$ cat src/rtl/io_out_uart_tx.sv
// io_out_uart_tx: watches a 32-bit io_out word and, whenever it changes while
// capture_en is high, queues the new value and sends it LSB byte first as four
// back-to-back UART frames (8N1).
// Defining IO_OUT_UART_PARITY_EN adds an even parity bit after the data bits
// of every byte (8E1).
module io_out_uart_tx #(
  parameter int unsigned CLKS_PER_BIT = 16,
  parameter int unsigned FIFO_DEPTH   = 4
) (
  input  logic        clock,
  input  logic        reset,
  input  logic [31:0] io_out_in,
  input  logic        capture_en,
  output logic        tx,
  output logic        busy,
  output logic        overflow
);

  localparam int unsigned AW = $clog2(FIFO_DEPTH);
  localparam logic [15:0] BitLast = 16'(CLKS_PER_BIT - 1);
  localparam logic [AW:0] FifoFull = (AW + 1)'(FIFO_DEPTH);

  typedef enum logic [2:0] {StIdle, StStart, StData, StParity, StStop} state_e;

  logic [31:0]   prev_q;
  logic [31:0]   mem_q [FIFO_DEPTH];
  logic [AW-1:0] wr_ptr_q, rd_ptr_q;
  logic [AW:0]   count_q;
  logic          overflow_q;

  state_e        state_q, state_d;
  logic [15:0]   clk_cnt_q, clk_cnt_d;
  logic [2:0]    bit_idx_q, bit_idx_d;
  logic [1:0]    byte_idx_q, byte_idx_d;
  logic [31:0]   shift_q, shift_d;
  logic          tx_q, tx_d;
`ifdef IO_OUT_UART_PARITY_EN
  logic          parity_q, parity_d;
`endif

  logic fifo_empty, fifo_full, push_req, push, pop, bit_done;
  logic [31:0] fifo_rdata;

  assign fifo_empty = (count_q == '0);
  assign fifo_full  = (count_q == FifoFull);
  assign fifo_rdata = mem_q[rd_ptr_q];
  assign push_req   = capture_en && (io_out_in != prev_q);
  // A full FIFO still accepts a push when a word leaves in the same cycle.
  assign push       = push_req && (!fifo_full || pop);
  assign bit_done   = (clk_cnt_q == BitLast);

  // Change detector, FIFO storage/pointers and sticky overflow flag.
  always_ff @(posedge clock or negedge reset) begin
    if (!reset) begin
      prev_q     <= '0;
      wr_ptr_q   <= '0;
      rd_ptr_q   <= '0;
      count_q    <= '0;
      overflow_q <= 1'b0;
      for (int i = 0; i < FIFO_DEPTH; i++) mem_q[i] <= '0;
    end else begin
      prev_q <= io_out_in;
      if (push) begin
        mem_q[wr_ptr_q] <= io_out_in;
        wr_ptr_q        <= wr_ptr_q + 1'b1;
      end
      if (pop) rd_ptr_q <= rd_ptr_q + 1'b1;
      if (push && !pop) count_q <= count_q + 1'b1;
      else if (pop && !push) count_q <= count_q - 1'b1;
      if (push_req && fifo_full && !pop) overflow_q <= 1'b1;
    end
  end

  // Transmitter state register; tx is registered so the line never glitches.
  always_ff @(posedge clock or negedge reset) begin
    if (!reset) begin
      state_q    <= StIdle;
      clk_cnt_q  <= '0;
      bit_idx_q  <= '0;
      byte_idx_q <= '0;
      shift_q    <= '0;
      tx_q       <= 1'b1;
`ifdef IO_OUT_UART_PARITY_EN
      parity_q   <= 1'b0;
`endif
    end else begin
      state_q    <= state_d;
      clk_cnt_q  <= clk_cnt_d;
      bit_idx_q  <= bit_idx_d;
      byte_idx_q <= byte_idx_d;
      shift_q    <= shift_d;
      tx_q       <= tx_d;
`ifdef IO_OUT_UART_PARITY_EN
      parity_q   <= parity_d;
`endif
    end
  end

  // Next-state logic: tx_d is the line level for the bit that starts at the next edge.
  always_comb begin
    state_d    = state_q;
    clk_cnt_d  = clk_cnt_q;
    bit_idx_d  = bit_idx_q;
    byte_idx_d = byte_idx_q;
    shift_d    = shift_q;
    tx_d       = tx_q;
    pop        = 1'b0;
`ifdef IO_OUT_UART_PARITY_EN
    parity_d   = parity_q;
`endif
    unique case (state_q)
      StIdle: begin
        tx_d = 1'b1;
        if (!fifo_empty) begin
          pop        = 1'b1;
          shift_d    = fifo_rdata;
          byte_idx_d = '0;
          clk_cnt_d  = '0;
          tx_d       = 1'b0;
          state_d    = StStart;
        end
      end
      StStart: begin
        if (bit_done) begin
          clk_cnt_d = '0;
          bit_idx_d = '0;
          tx_d      = shift_q[0];
          shift_d   = {1'b0, shift_q[31:1]};
`ifdef IO_OUT_UART_PARITY_EN
          parity_d  = shift_q[0];
`endif
          state_d   = StData;
        end else begin
          clk_cnt_d = clk_cnt_q + 16'd1;
        end
      end
      StData: begin
        if (bit_done) begin
          clk_cnt_d = '0;
          if (bit_idx_q == 3'd7) begin
`ifdef IO_OUT_UART_PARITY_EN
            tx_d    = parity_q;
            state_d = StParity;
`else
            tx_d    = 1'b1;
            state_d = StStop;
`endif
          end else begin
            bit_idx_d = bit_idx_q + 3'd1;
            tx_d      = shift_q[0];
            shift_d   = {1'b0, shift_q[31:1]};
`ifdef IO_OUT_UART_PARITY_EN
            parity_d  = parity_q ^ shift_q[0];
`endif
          end
        end else begin
          clk_cnt_d = clk_cnt_q + 16'd1;
        end
      end
`ifdef IO_OUT_UART_PARITY_EN
      StParity: begin
        if (bit_done) begin
          clk_cnt_d = '0;
          tx_d      = 1'b1;
          state_d   = StStop;
        end else begin
          clk_cnt_d = clk_cnt_q + 16'd1;
        end
      end
`endif
      StStop: begin
        if (bit_done) begin
          clk_cnt_d = '0;
          if (byte_idx_q == 2'd3) begin
            byte_idx_d = '0;
            // Chain straight into the next queued word with no idle bit.
            if (!fifo_empty) begin
              pop     = 1'b1;
              shift_d = fifo_rdata;
              tx_d    = 1'b0;
              state_d = StStart;
            end else begin
              tx_d    = 1'b1;
              state_d = StIdle;
            end
          end else begin
            byte_idx_d = byte_idx_q + 2'd1;
            tx_d       = 1'b0;
            state_d    = StStart;
          end
        end else begin
          clk_cnt_d = clk_cnt_q + 16'd1;
        end
      end
      default: begin
        tx_d    = 1'b1;
        state_d = StIdle;
      end
    endcase
  end

  assign tx       = tx_q;
  assign busy     = (state_q != StIdle) || !fifo_empty;
  assign overflow = overflow_q;

endmodule

$ cat config.mk
export PLATFORM = sky130hd
export DESIGN_NAME = io_out_uart_tx
export DESIGN_NICKNAME = d
export VERILOG_FILES = /design/src/rtl/io_out_uart_tx.sv
export SDC_FILE = /design/constraint.sdc
export NUM_CORES = 1
export LEC_CHECK = 0
export BUFFER_PORTS_ARGS = -buffer_cell sky130_fd_sc_hd__buf_2
export CAP_MARGIN = 25
export CORE_ASPECT_RATIO = 0.5
export CORE_UTILIZATION = 52
export CTS_CLUSTER_SIZE = 25
export DETAILED_ROUTE_END_ITERATION = 12
export PLACE_DENSITY = 0.69
export SKIP_CTS_REPAIR_TIMING = 1
export SLEW_MARGIN = 0
export SYNTH_ARGS = -nofsm -noshare
export SYNTH_HDL_FRONTEND = slang
export SYNTH_SLANG_ARGS = --single-unit
$ cat constraint.sdc
create_clock -name clock -period 3.8 [get_ports clock]
set_input_delay 0.19 -clock clock [delete_from_list [all_inputs] [get_ports clock]]
set_output_delay 0.19 -clock clock [all_outputs]
set_load 0.02 [all_outputs]
== Word level (Yosys, flattened, before mapping) ==
Cells that the tools add are included.

* Flip-flop bits (word level): 225
* Bits of input ports: 35
* Output and inout bits: 3
* Logic and storage cells: 115

* $add $sub $neg: 7
* $lt $le $gt $ge: 3
* Eq/ne operators: 15
* Mux-type cells: 45
* Bitwise logic cells: 2
* Reductions and logical operators: 28

{| class="wikitable"
|+ Operators by type and width
! cell !! number
|-
| 2-to-1 mux 32 bit || 9
|-
| bitwise mux 128 bit || 1
|-
| one-hot mux 32 bit (4 select lines) || 1
|-
| binary-select mux 32 bit (select 2 bit) || 1
|-
| demux 32 bit (select 2 bit) || 1
|-
| 2-to-1 mux 3 bit || 11
|-
| 2-to-1 mux 16 bit || 2
|-
| != test 32 bit || 1
|-
| one-hot mux 16 bit (2 select lines) || 1
|-
| adder 16 x 1 -> 16 bit, second input constant || 1
|-
| == test 16 x 4 -> 1 bit, second input constant || 1
|-
| != test 2 bit, second input constant || 7
|-
| one-hot mux 3 bit (4 select lines) || 1
|-
| 2-to-1 mux 1 bit || 10
|-
| == test 3 bit, second input constant || 3
|-
| nonzero test 2 bit || 4
|-
| logical AND 1 bit || 7
|-
| adder 2 x 1 -> 2 bit, second input constant || 3
|-
| adder 3 x 1 -> 3 bit, second input constant || 2
|-
| >= comparator 3 bit, second input constant || 2
|-
| logical NOT 3 bit || 2
|-
| 2-to-1 mux 2 bit || 3
|-
| NOT 2 -> 3 bit || 2
|-
| one-hot mux 3 bit (2 select lines) || 1
|-
| other kinds (18) || 23
|}

== Depth between registers and ports, before layout ==
* Depth after elaboration: 11
* Mapped depth: 13
* Gate-level depth less buffers: 12

== Least setup slack after synthesis ==
OpenSTA, ideal clock, no wires.

* Kind: flip-flop to flip-flop
* From: register clk_cnt_q[0]
* To: register count_q[2]
* Setup time: 0.079 ns
* Arrival: 2.608 ns
* Required time: 3.721 ns
* Setup slack: 1.113 ns
* Stages on the path, launching flop included: 14
* Path buffers: 1
* Period minus slack after synthesis: 2.687 ns
* Cell sequence: dfrtp_1 > ha_1 > and3_1 > clkbuf_1 > nand4_2 > o21ai_4 > nand2b_1 > inv_1 > ha_1 > inv_1 > fa_1 > xor2_1 > nor2_1 > xor2_1

* Word-level cells in the longest chain between the ends: 8
* Elaborated cells between the ends (all ways): 11
* Classes of those cells: eq/ne: 1; mux: 3; reduce/logical: 7

{| class="wikitable"
|+ Ends and longest elaborated chain
! item !! line !! RTL
|-
| start, declared || 32 || <nowiki>logic [15:0] clk_cnt_q, clk_cnt_d;</nowiki>
|-
| start signal, assigned || 88 || <nowiki>clk_cnt_q <= clk_cnt_d;</nowiki>
|-
| == test 16 x 4 -> 1 bit (*) || 50 || <nowiki>assign bit_done = (clk_cnt_q == BitLast);</nowiki>
|-
| 2-to-1 mux 1 bit (*) || 172 || <nowiki>if (bit_done) begin</nowiki>
|-
| one-hot mux 1 bit (2 select lines) (*) || 111 || <nowiki>unique case (state_q)</nowiki>
|-
| logical OR 1 bit (*) || 49 || <nowiki>assign push = push_req && (!fifo_full || pop);</nowiki>
|-
| logical AND 1 bit (*) || 49 ||
|-
| named net push || 41 || <nowiki>logic fifo_empty, fifo_full, push_req, push, pop, bit_done;</nowiki>
|-
| logical NOT 1 bit || 69 || <nowiki>else if (pop && !push) count_q <= count_q - 1'b1;</nowiki>
|-
| logical AND 1 bit || 69 ||
|-
| nonzero test 2 bit (no source line) || - ||
|-
| end signal, assigned || 68 || <nowiki>if (push && !pop) count_q <= count_q + 1'b1;</nowiki>
|-
| end signal, assigned || 69 ||
|-
| end, declared || 28 || <nowiki>logic [AW:0] count_q;</nowiki>
|}

The timed path passes the listed nets; every way through them passes the cells marked *.
A chain may end at the register's enable or synchronous reset.

== Worst setup path in the final report ==
* From: input io_out_in[27]
* To: register count_q[1]

* Word-level cells in the longest chain between the ends: 6
* Elaborated cells between the ends (all ways): 8
* Classes of those cells: eq/ne: 1; mux: 1; reduce/logical: 6

{| class="wikitable"
|+ Ends and longest elaborated chain
! item !! line !! RTL
|-
| start, declared || 12 || <nowiki>input logic [31:0] io_out_in,</nowiki>
|-
| != test 32 bit (*) || 47 || <nowiki>assign push_req = capture_en && (io_out_in != prev_q);</nowiki>
|-
| logical AND 1 bit (*) || 47 ||
|-
| logical AND 1 bit (*) || 49 ||
|-
| named net push || 41 ||
|-
| logical NOT 1 bit || 69 ||
|-
| logical AND 1 bit || 69 ||
|-
| nonzero test 2 bit (no source line) || - ||
|}

Marked as above.

==> impl_metrics.toml <==
[place]
place.gp.congestion = 0.744
io_buffers = 37
hpwlAfterDp_um = 12700

[yosys]
yosysUniqueCellTypes = 48
syn_inst = 742
ys_seq_area_share_pct = 53.9
yosysWarnings = 0
synth_edf_count = 0
synth-seq-cells = 225
syn-num-nets = 787
synthFlopType = "dfrtp_1"
syn_area_per_cell_um2 = 14.1
netlist_area_um2 = 10500
synth_area_leaders = "dfrtp_1 (54%), mux2_4 (11%), mux4_2 (6.9%), mux2_1 (4.5%), o21ai_0 (3.2%)"
synthMostInstantiatedCell = "dfrtp_1"
synth_top_area_share_pct = 53.6
yosys.area.top_type = "dfrtp_1"
synthArstFlopShare_pct = 100
synth_common_cells = "dfrtp_1 (224), mux2_4 (78), o21ai_0 (67), nand2_1 (55), mux2_1 (42)"

[timing]
tightest_slew_ns = 0.996
fin_crit_ns = 3.23
tns_ns = 0
slew_headroom_pct = 33.6
finalSetupViolCount = 0
fin_crit_sh_pct = 85.0
whs_ns = 0.190
skew_ns = 0.0180
max_clock_freq_ghz = 0.310
hold_viol_final = 0
rsz0062_at_grt = "no"
drv_slew = 0

[floorplanning]
dieArea_um2 = 20700
start_util_pct = 53.3
die_x_um = 203
std_cell_rows = 36
fp.dieH_um = 102
core_area_um2 = 19600
ios = 38

[routing]
vias_per_cell = 5.59
first_iter_violations = 352
drt_first_pass_iters = 4
wl_per_cell_um = 19.1
drc = 0
vias = 6063
ant_nets = 0
wl_um = 20700

[clock_network]
path_clk_slew_ns = 0.06
cts_max_level = 1
max-clock-path-buffers = 3
root_buffer = "clkbuf_16"
numCtsBuffers = 21
clock-sinks = 225
clock_latency_ns = 0.51
tritoncts = "done"

[power]
vdd_drop_max_uv = 322
p_total_mw = 7.87
power_density_nw_per_um2 = 661
cellLeakagePower_nw = 5.56

[global_routing]
grt_max_degree = 129
grt_overflow = 0
grt_usage_pct = 20.9
grt_pass1_vias = 6057
antenna_found_initial = 0
grt_pass1_wl_um = 33700

[min_path]
hp-class = "in -> reg"
holdCritStartpoint = "capture_en"

[worst_setup_path]
cp-end-kind = "flop"
cp-startpoint = "io_out_in[27]"
required_ns = 4.18
r2r_start = "prev_q[17]"
cp_max_fo = 6
worstSetupPathType = "in -> reg"
cp.arrival_ns = 3.61
start_kind = "input pin"

[final_layout]
fin_util_pct = 60.8
area_delta_synth_final_pct = 13.9
drive_gt1_share_pct = 26.3
diodes = 0
fin_nets = 851

[status]
status = "completed"

[flow_run]
drv_cap = 0
[cell families after synthesis]
group | synth area share, %
multiplexers | 26.8
flip-flops | 53.9
AND/OR/NAND/NOR | 6.68
XOR/XNOR | 3.44
buffers and inverters | 2.63
adder cells (fa/ha/maj) | 1.27
AO/OA/AOI/OAI | 5.34
[per-layer routing]
layer  track usage, %  wire (um)  vias to the layer above
met5                0          0                        -
met4             3.76        318                        0
met3             3.13        688                       23
met2             32.7       9300                       81
met1             31.3      10400                     3147
li1                 -          -                     2812
[sequential cells by signal (all words and copies together), names as in the netlist, 3 cells and up]
name,cells
bit_idx_q,3
clk_cnt_q,16
count_q,3
mem_q,128
prev_q,32
shift_q,32
state_q,3
[cell usage in the layout, fill, tap and decap left out, drive strengths merged, types with 2 or more instances in the layout]
master / instances
mux4: 32
dfrtp: 224
nand3: 13
a22o: 3
nand2: 55
a31oi: 4
a211o: 2
mux2i: 32
xor2: 36
a21o: 2
nor2: 18
mux2: 130
a21oi: 8
dlygate4sd3: 33
ha: 9
o21ai: 68
inv: 8
xnor2: 5
a22oi: 2
nand4: 6
and4: 2
clkbuf: 27
and3: 4
nor4: 14
clkinv: 4
bufinv: 4
and2: 2
nand4b: 4
o21a: 3
buf: 48
nor3: 2
o31ai: 3
[per-stage QoR]
| step | setup slack, ns | instances | instance area [um2] |
|---|---|---|---|
| finish | 0.570 | 1085 | 11900 |
| global route | 0.461 | 1085 | 11900 |
| CTS | 0.708 | 1052 | 11600 |
| detailed placement | 0.744 | 1016 | 10900 |
| global placement | 0.794 | 1016 | 10900 |
| floorplan | 1.11 | 742 | 10500 |
[power breakdown]
part	switching [mW]	internal [mW]
sequential	0.414	3.15
clock	0.898	1.35
combinational	0.695	1.36
total	2.01	5.86
[path summary, 6_finish.rpt]
| path | end | slack, ns | cells after the start |
|---|---|---|---|
| max in group asynchronous | wr_ptr_q[0] | 2.35 | 3 |
| hold reg to reg | shift_q[6] | 0.48 | 2 |
| min in group asynchronous | clk_cnt_q[10] | 0.36 | 2 |
| hold / removal | overflow | 0.19 | 3 |
| setup reg to reg | count_q[1] | 0.59 | 10 |
| setup / recovery | count_q[1] | 0.57 | 12 |
[final cells by class]
type | instances | area (um2)
clock buffers | 27 | 578
clock inverters | 9 | 149
fillers | 1509 | 7690
inverters | 7 | 26.3
multi-input cells | 470 | 4560
flip-flops and latches | 225 | 5630
well taps | 266 | 333
repair buffers | 81 | 633
[critical path, cell delays in order]
cell	delay, ns
dlygate4sd3_1	0.58
buf_2	0.20
xor2_1	0.18
nor4_1	0.60
nand4_1	0.19
o21ai_0	0.39
nand2b_1	0.24
inv_1	0.06
ha_1	0.23
inv_1	0.08
fa_1	0.41
mux2_2	0.26
(Power assumes the default switching activity.)
